--- config.mk ---
export PLATFORM = sky130hd
export DESIGN_NAME = regfile_write_arbiter
export DESIGN_NICKNAME = d
export VERILOG_FILES = /design/src/rtl/regfile_write_arbiter.sv
export SDC_FILE = /design/constraint.sdc
export NUM_CORES = 1
export LEC_CHECK = 0
export ABC_AREA = 1
export BUFFER_PORTS_ARGS = -buffer_cell sky130_fd_sc_hd__buf_2
export CORE_MARGIN = 2
export CORE_UTILIZATION = 49
export DETAILED_ROUTE_END_ITERATION = 12
export GPL_TIMING_DRIVEN = 0
export PLACE_DENSITY = 0.71
export SLEW_MARGIN = 20
export SYNTH_ARGS = -nofsm -noshare
export SYNTH_HDL_FRONTEND = slang
export SYNTH_SLANG_ARGS = --single-unit
--- constraint.sdc ---
create_clock -name CLK_WbArb -period 3.45 [get_ports CLK_WbArb]
set_input_delay 0.345 -clock CLK_WbArb [delete_from_list [all_inputs] [get_ports CLK_WbArb]]
set_output_delay 0.345 -clock CLK_WbArb [all_outputs]
set_load 0.01 [all_outputs]
--- src/rtl/regfile_write_arbiter.sv ---
// Shares the register file's single write port between pipeline writeback (always wins)
// and a small FIFO of multiply/divide results; tracks pending writes in a busy scoreboard.
module regfile_write_arbiter #(
  parameter int FIFO_DEPTH = 4
) (
  input  logic        CLK_WbArb,
  input  logic        RST_WbArb,
  input  logic        Pipe_WE,
  input  logic [4:0]  Pipe_A3,
  input  logic [31:0] Pipe_WD,
  input  logic        MD_Issue,
  input  logic [4:0]  MD_Issue_Rd,
  input  logic        MD_Valid,
  input  logic [4:0]  MD_A3,
  input  logic [31:0] MD_WD,
  output logic        MD_Ready,
  input  logic [4:0]  Chk_A1,
  input  logic [4:0]  Chk_A2,
  input  logic [4:0]  Chk_A3,
  output logic        Hazard_Stall,
  output logic        RF_WE3,
  output logic [4:0]  RF_A3,
  output logic [31:0] RF_WD3,
  output logic [31:0] Busy_Vec,
  output logic        Ovf_Err,
  output logic        Waw_Err
);

  localparam int DATA_W = 32;
  localparam int ADDR_W = 5;
  localparam int PTR_W  = $clog2(FIFO_DEPTH);
  localparam logic [PTR_W:0] FULL_CNT = (PTR_W+1)'(FIFO_DEPTH);

  logic [ADDR_W-1:0] fifo_a3 [FIFO_DEPTH];
  logic [DATA_W-1:0] fifo_wd [FIFO_DEPTH];
  logic [PTR_W-1:0]  wr_ptr;
  logic [PTR_W-1:0]  rd_ptr;
  logic [PTR_W:0]    count;
  logic [PTR_W:0]    count_nxt;
  logic              md_ready_q;
  logic [31:0]       busy_q;
  logic [31:0]       busy_nxt;
  logic              ovf_q;
  logic              waw_q;

  logic              pipe_wr;
  logic              fifo_empty;
  logic              fifo_full;
  logic              push;
  logic              pop;
  logic              stall;
  logic              issue_set;
  logic [ADDR_W-1:0] head_a3;
  logic [DATA_W-1:0] head_wd;

  assign head_a3    = fifo_a3[rd_ptr];
  assign head_wd    = fifo_wd[rd_ptr];
  assign pipe_wr    = Pipe_WE && (Pipe_A3 != '0);
  assign fifo_empty = (count == '0);
  assign fifo_full  = (count == FULL_CNT);
  assign push       = MD_Valid && !fifo_full;
  // Head pops even when its address is r0, so r0 results simply evaporate.
  assign pop        = !pipe_wr && !fifo_empty;

  assign stall = busy_q[Chk_A1] || busy_q[Chk_A2] || busy_q[Chk_A3] ||
                 (MD_Issue && busy_q[MD_Issue_Rd]);
  assign issue_set = MD_Issue && (MD_Issue_Rd != '0) && !stall;

  assign Hazard_Stall = !RST_WbArb && stall;
  assign MD_Ready     = md_ready_q;
  assign Busy_Vec     = busy_q;
  assign Ovf_Err      = ovf_q;
  assign Waw_Err      = waw_q;

  always_comb begin
    RF_WE3 = 1'b0;
    RF_A3  = '0;
    RF_WD3 = '0;
    if (!RST_WbArb) begin
      if (pipe_wr) begin
        RF_WE3 = 1'b1;
        RF_A3  = Pipe_A3;
        RF_WD3 = Pipe_WD;
      end else if (!fifo_empty) begin
        RF_WE3 = (head_a3 != '0);
        RF_A3  = head_a3;
        RF_WD3 = head_wd;
      end
    end
  end

  // A coincident set wins over a drain clear of the same register.
  always_comb begin
    busy_nxt = busy_q;
    if (pop)       busy_nxt[head_a3]     = 1'b0;
    if (issue_set) busy_nxt[MD_Issue_Rd] = 1'b1;
    busy_nxt[0] = 1'b0;
  end

  always_comb begin
    count_nxt = count;
    case ({push, pop})
      2'b10:   count_nxt = count + 1'b1;
      2'b01:   count_nxt = count - 1'b1;
      default: count_nxt = count;
    endcase
  end

  // MD_Ready is held low through reset and rises on the first edge after release.
  always_ff @(posedge CLK_WbArb or posedge RST_WbArb) begin
    if (RST_WbArb) begin
      wr_ptr     <= '0;
      rd_ptr     <= '0;
      count      <= '0;
      md_ready_q <= 1'b0;
      busy_q     <= '0;
      ovf_q      <= 1'b0;
      waw_q      <= 1'b0;
    end else begin
      if (push) wr_ptr <= wr_ptr + 1'b1;
      if (pop)  rd_ptr <= rd_ptr + 1'b1;
      count      <= count_nxt;
      md_ready_q <= (count_nxt != FULL_CNT);
      busy_q     <= busy_nxt;
      if (MD_Valid && fifo_full)       ovf_q <= 1'b1;
      if (pipe_wr && busy_q[Pipe_A3])  waw_q <= 1'b1;
    end
  end

  always_ff @(posedge CLK_WbArb) begin
    if (push) begin
      fifo_a3[wr_ptr] <= MD_A3;
      fifo_wd[wr_ptr] <= MD_WD;
    end
  end

endmodule

==> results of run 1 <==
## sequential cells by signal, summed over array words and instances (netlist names)
register / flops
Busy_Vec: 31
MD_Ready: 1
Ovf_Err: 1
Waw_Err: 1
count: 3
fifo_a3: 20
fifo_wd: 128
rd_ptr: 2
wr_ptr: 2
## critical path, stage by stage (launching register included)
cell	delay [ns]
dfrtp_1	0.44
buf_2	0.26
buf_2	0.26
clkbuf_1	0.45
nor2_1	0.10
o22ai_1	0.18
nand2_1	0.09
a21oi_1	0.15
buf_2	0.15
## report_power, final
| group | internal, mW | leakage (nW) | switching, mW |
|---|---|---|---|
| sequential | 3.06 | 1.88 | 0.603 |
| clock | 1.12 | 0.288 | 0.830 |
| combinational | 1.22 | 2.93 | 2.43 |
| total | 5.40 | 5.09 | 3.86 |
## layout make-up
cell class / instances / area, um^2
antenna: 3 / 7.507
buffer: 63 / 362.8
clock buffer: 22 / 464.2
clock inverter: 10 / 127.6
fill: 1708 / 7802
inverter: 77 / 294.0
multi-input combinational: 806 / 3776
sequential: 189 / 5470
tap: 265 / 331.6
timing repair buffer: 171 / 953.4
## Yosys cell counts, drive strengths merged
cell type  count
nor3           9
a31o           1
a41o           1
o21bai         1
edfxtp       148
o211ai        14
conb           1
or2            1
xnor2          1
ha             5
xor2           4
nand2        315
clkbuf        25
nand3         80
nand4         33
o31ai          1
a32o           1
fa             1
o22ai         33
dfrtp         41
buf           38
o21ai        120
a22oi          3
a21oi         51
nor2         130
inv           77
## path summary, 6_finish.rpt
| check | to | depth (start not counted) | start | slack [ns] |
|---|---|---|---|---|
| min in group asynchronous | rd_ptr[0]$_DFFE_PP0N_ | 2 | RST_WbArb | 0.19 |
| worst min register to register | Ovf_Err$_DFFE_PP0P_ | 1 | Ovf_Err$_DFFE_PP0P_ | 0.46 |
| worst min-delay path | fifo_wd[3][14]$_DFFE_PP_ | 1 | MD_WD[14] | 0.13 |
| worst max-delay path | RF_WD3[9] | 8 | rd_ptr[0]$_DFFE_PP0N_ | 0.58 |
| worst max register to register | MD_Ready$_DFF_PP0_ | 8 | count[1]$_DFF_PP0_ | 0.73 |
| max in group asynchronous | Busy_Vec[4]$_DFF_PP0_ | 3 | RST_WbArb | 2.79 |
## logic make-up after synthesis
kind of cell / count (synthesis) / synth area share (%)
simple gates: 568 / 24.08
compound gates: 226 / 12.55
flops: 189 / 55.40
buf+inv: 140 / 6.653
fa+ha+maj: 6 / 0.8364
xor+xnor: 5 / 0.4435
other cells: 1 / 0.03798
## layer usage
metal,share of wire (%),vias to the layer above,global-route usage (%),wire length (um)
met2,47,472,44.17,13370
li1,-,4279,-,-
met4,3.8,0,10.39,1062
met3,9.2,81,4.765,2588
met5,0,-,0,0
met1,40,4118,34.37,11270
## per-stage QoR
| step | hold slack (ns) | area [um^2] | power [mW] | TNS, ns | utilization (%) |
|---|---|---|---|---|---|
| after floorplan | 0.4439 | 9873 | 5.757 | 0 | - |
| after global placement | 0.4479 | 11040 | 7.147 | -55.39 | 56.33 |
| after detailed placement | 0.4506 | 11190 | 7.287 | 0 | 57.11 |
| after CTS | 0.1183 | 11780 | 9.227 | 0 | 60.13 |
| after global routing | 0.1184 | 11780 | 9.819 | 0 | 60.15 |
| final | 0.1289 | 11790 | 9.259 | 0 | 60.17 |
==> metrics, run 1 <==
worst slew pin tran 1.062 ns; Syn Inst Count 1135; Slew HR ~29%; setup violators final 0; pin count of the biggest net entering global routing 33; Pwr Density 785.5 mW/mm^2; via count between 8000 and 9000; Startpoint Class flip-flop; chip width 146.0 um; endpoint class of the critical path primary output; Area contributors post-synth edfxtp_1 45%, nand2_1 12%, dfrtp_1 10%, o21ai_0 5.7%, nor2_1 4.8%; placed instance count around 1600; commonest non-fill, non-tap cell in the layout nand2_1; max-cap violations 0; Avg Inst Size Synth 8.699 um^2; drt first pass iters 5; clock root buffer clkbuf_16; die height approximately 150 um; Worst Path Class, Setup flip-flop to primary output; CTS Sinks 189; max frequency about 350 MHz; Post-Syn Nets between 1000 and 1500; cts repair resizes 0; DRC Markers 0; Clock Latency Late Sink between 0.4 and 0.5 ns; total wire length 28.28 mm; Period minus WS final 2.871 ns; total gr overflow 0; Final HPWL DP between 15 and 20 mm; result of the run completed; # port buffers 166; cell accounting for the most synthesized area edfxtp_1; DR vias/cell 5.573; Rows around 50; H-tree depth 4; RSZ-0062 raised after global routing false; leak pwr 5.094 nW; routed len/inst 17.61 um; NumNets Final between 1000 and 1500; Post-CTS Setup Inserts 0; CTS tree done; total track usage a little over a quarter; Synth top area share between 40% and 50%; first-pass GRT wire length between 40 and 50 mm; Clock Skew 0.01165 ns; Final Slew Violations 0; Antenna Violating Nets Remaining 0; layout cells sized above 1 between 10% and 20%; slack of the critical path just under 0.6 ns; CP required ~3.1 ns; Cell variety after synth 37; Seq/Total Area, Yosys between 50% and 60%; crit-path max FO 10; Area Growth Syn to Fin 19.39%; Yosys warnings 0; number of global-route vias before repair around 8300; setup slack at placement between 0.7 and 0.8 ns; clk slew on worst S/H paths about 0.07 ns; hold buffers post-CTS 0; commonest non-fill, non-tap cells in the layout 311 x nand2_1, 189 x buf_2, 148 x edfxtp_1; DRT iter0 DRCs around 900; core area between 0.015 and 0.02 mm^2; FF+latch count, synth between 150 and 200; total die area 0.02130 mm^2; Worst IR Drop VDD about 0.44 mV; CTS Buf Count 17; Initial Utilization between 50 and 60%; initial antenna violation count 3; worst hold path class input port to flip-flop; Layout Cells excl Fill 1606; Cell Area, Synth between 0.009 and 0.01 mm^2; Critical Path AT roughly 2.5 ns; Hold Fails Final Rpt 0; Final period util between 80% and 90%; IO Pins around 170; clk buf depth 2; gpl congestion between 0.9 and 1
Power figures use the tool's default switching activity.
==> run 2, diff against run 1 <==
- PLACE_DENSITY: 0.71 -> 0.74
- clock period: 3.45 -> 2.5 ns (I/O delays scaled with it)
==> run 2 against run 1 <==
Compared with the run above: first-iteration DRC count grew 1.3%; clock power grew 43%; worst hold slack lost 0.11 ns.
==> metrics, run 2 (synthesized netlist as in run 1, its figures left out) <==
result of the run completed; Pwr Density 1099 mW/mm^2 (+40%); layout cells sized above 1 24.67% (+4.9 points); max frequency about 420 MHz; Critical Path AT 2.15 ns (-0.38 ns); commonest non-fill, non-tap cell in the layout nand2_1; routed len/inst 17.65 um (+0.24%); Area Growth Syn to Fin 21.75%; worst slew pin tran 0.7524 ns (-0.3097 ns); DRC Markers 0 (unchanged); CTS tree done; Period minus WS final ~2.4 ns; Initial Utilization 50.40% (unchanged); pin count of the biggest net entering global routing 32 (-3.0%); clock root buffer clkbuf_16; worst hold path class input port to flip-flop; gpl congestion 0.9911 (+2.5%); CTS Buf Count 17 (unchanged); Clock Skew 0.01400 ns (+0.002350 ns); # port buffers 166 (unchanged); initial antenna violation count 4 (+1); endpoint class of the critical path primary output; number of global-route vias before repair 8333 (+0.65%); Layout Cells excl Fill 1623 (+1.1%); total track usage 26.39% (-0.052 points); placed instance count 1571 (unchanged); total die area 0.02130 mm^2 (unchanged); CTS Sinks 189 (unchanged); Critical R2R Capture MD_Ready$_DFF_PP0_; DRT iter0 DRCs 913 (+1.3%); max reg flops 128 (unchanged); Reg-to-Reg Start count[0]$_DFF_PP0_; max-cap violations 0 (unchanged); setup violators final 0 (unchanged); slowest cell delay on critical path 0.41 ns (-0.04 ns); WHS Path Cells 1 (unchanged); core area 0.01959 mm^2 (unchanged); Slew HR 49.84% (+21 points); Reg2Reg Setup Slack 0.23 ns (-0.50 ns); CP required 2.25 ns (-0.86 ns); clk slew on worst S/H paths 0.07 ns (about the same); design area 0.01202 mm^2 (+2.0%); die height 146.0 um (unchanged); Hold Fails Final Rpt 0 (unchanged); commonest non-fill, non-tap cells in the layout 310 x nand2_1, 182 x buf_2, 148 x edfxtp_1; CP max-delay cell dfrtp_2; first-pass GRT wire length 43.88 mm (-0.14%); via count 9028 (+0.87%); chip width 146.0 um (unchanged); Startpoint Class flip-flop; Worst Path Class, Setup flip-flop to primary output; Hold Path Sink fifo_wd[3][2]$_DFFE_PP_; total gr overflow 0 (unchanged); drt first pass iters 6 (+1); Final Slew Violations 0 (unchanged); DR vias/cell 5.563 (-0.19%); Rows 51 (unchanged); ordered list of cells on the worst path buf_4 > buf_4 > buf_2 > nor2_1 > o22ai_1 > nand2_1 > a21oi_1 > buf_2; Antenna Violating Nets Remaining 0 (unchanged); total wire length 28.65 mm (+1.3%); FF-to-FF path depth 10 (+2); leak pwr 5.196 nW (+2.0%); number of fillers in the final layout 1633 (-4.4%); Worst IR Drop VDD 0.6877 mV (+57%); DP Area 0.01118 mm^2 (about the same); Final period util 95.95%; Clock Latency Late Sink 0.44 ns (about the same); H-tree depth 4 (unchanged); NumNets Final 1446 (+1.1%); IO Pins 173 (unchanged); Final HPWL DP 19.75 mm (+0.31%); clk buf depth 2 (unchanged); min-delay src MD_WD[2]; Setup TNS 0 ns (unchanged); Reg with most FFs fifo_wd; crit-path max FO 10 (unchanged)
## run 2: worst max-delay path: cells and delay by family (launching register included)
kind / cells / cell delay (ns)
AND/OR/NAND/NOR: 2 / 0.17
flip-flops: 1 / 0.41
AO/OA/AOI/OAI: 2 / 0.31
buffers and inverters: 4 / 0.81
## run 2: worst max path at each step
stage,cells past startpoint,startpoint,end,slack (ns)
finish,8,rd_ptr[0]$_DFFE_PP0N_,RF_WD3[21],0.10
global route,8,rd_ptr[0]$_DFFE_PP0N_,RF_WD3[4],-0.01
CTS,11,rd_ptr[1]$_DFFE_PP0N_,RF_WE3,0.02
detailed placement,8,count[1]$_DFF_PP0_,MD_Ready$_DFF_PP0_,-0.23
global placement,4,wr_ptr[0]$_DFFE_PP0P_,fifo_wd[0][14]$_DFFE_PP_,-1.36
floorplan,4,wr_ptr[0]$_DFFE_PP0P_,fifo_a3[2][0]$_DFFE_PP_,-0.15
## run 2: cell type report
type                            count  area (um^2)  area share (%)
Antenna cell                        4        10.01         0.08327
Buffer                             62        406.6           3.383
Clock buffer                       17        425.4           3.539
Clock inverter                     15        183.9           1.530
Inverter                           77        294.0           2.446
Multi-Input combinational cell    806         3796           31.58
Sequential cell                   189         5499           45.75
Tap cell                          265        331.6           2.758
Timing Repair Buffer              188         1074           8.931
## run 2: per-layer routing
| metal | wire length, um | global-route usage [%] | vias to the layer above | part of all wire (%) |
|---|---|---|---|---|
| met3 | 2626 | 5.737 | 63 | 9.2 |
| met1 | 11280 | 34.38 | 4171 | 39 |
| met5 | 7 | 0 | - | 0.024 |
| met2 | 13900 | 43.42 | 481 | 49 |
| li1 | - | - | 4311 | - |
| met4 | 833 | 10.00 | 2 | 2.9 |
## run 2: stage by stage
stage,hold WS [ns],utilization (%),power [mW],setup WS [ns]
after floorplan,0.3489,-,7.944,-0.1543
after global placement,0.4511,56.33,9.825,-1.363
after detailed placement,0.4661,57.07,10.04,-0.2264
after CTS,0.01162,60.50,12.88,0.01866
after global routing,0.01069,61.32,13.94,-0.01359
final,0.02281,61.36,13.21,0.1012
## run 2: report_power, final
group          internal, mW  total, mW  switching, mW
registers              4.26       5.07          0.810
logic                  1.90       5.36           3.46
clock network          1.51       2.78           1.26
## run 2: timing repair
action                     4_1_cts  5_1_grt
pin swaps                        0        2
hold buffers                     0        0
setup endpoints to repair       37       31
gates resized for setup         22       50
setup buffers                    2       15
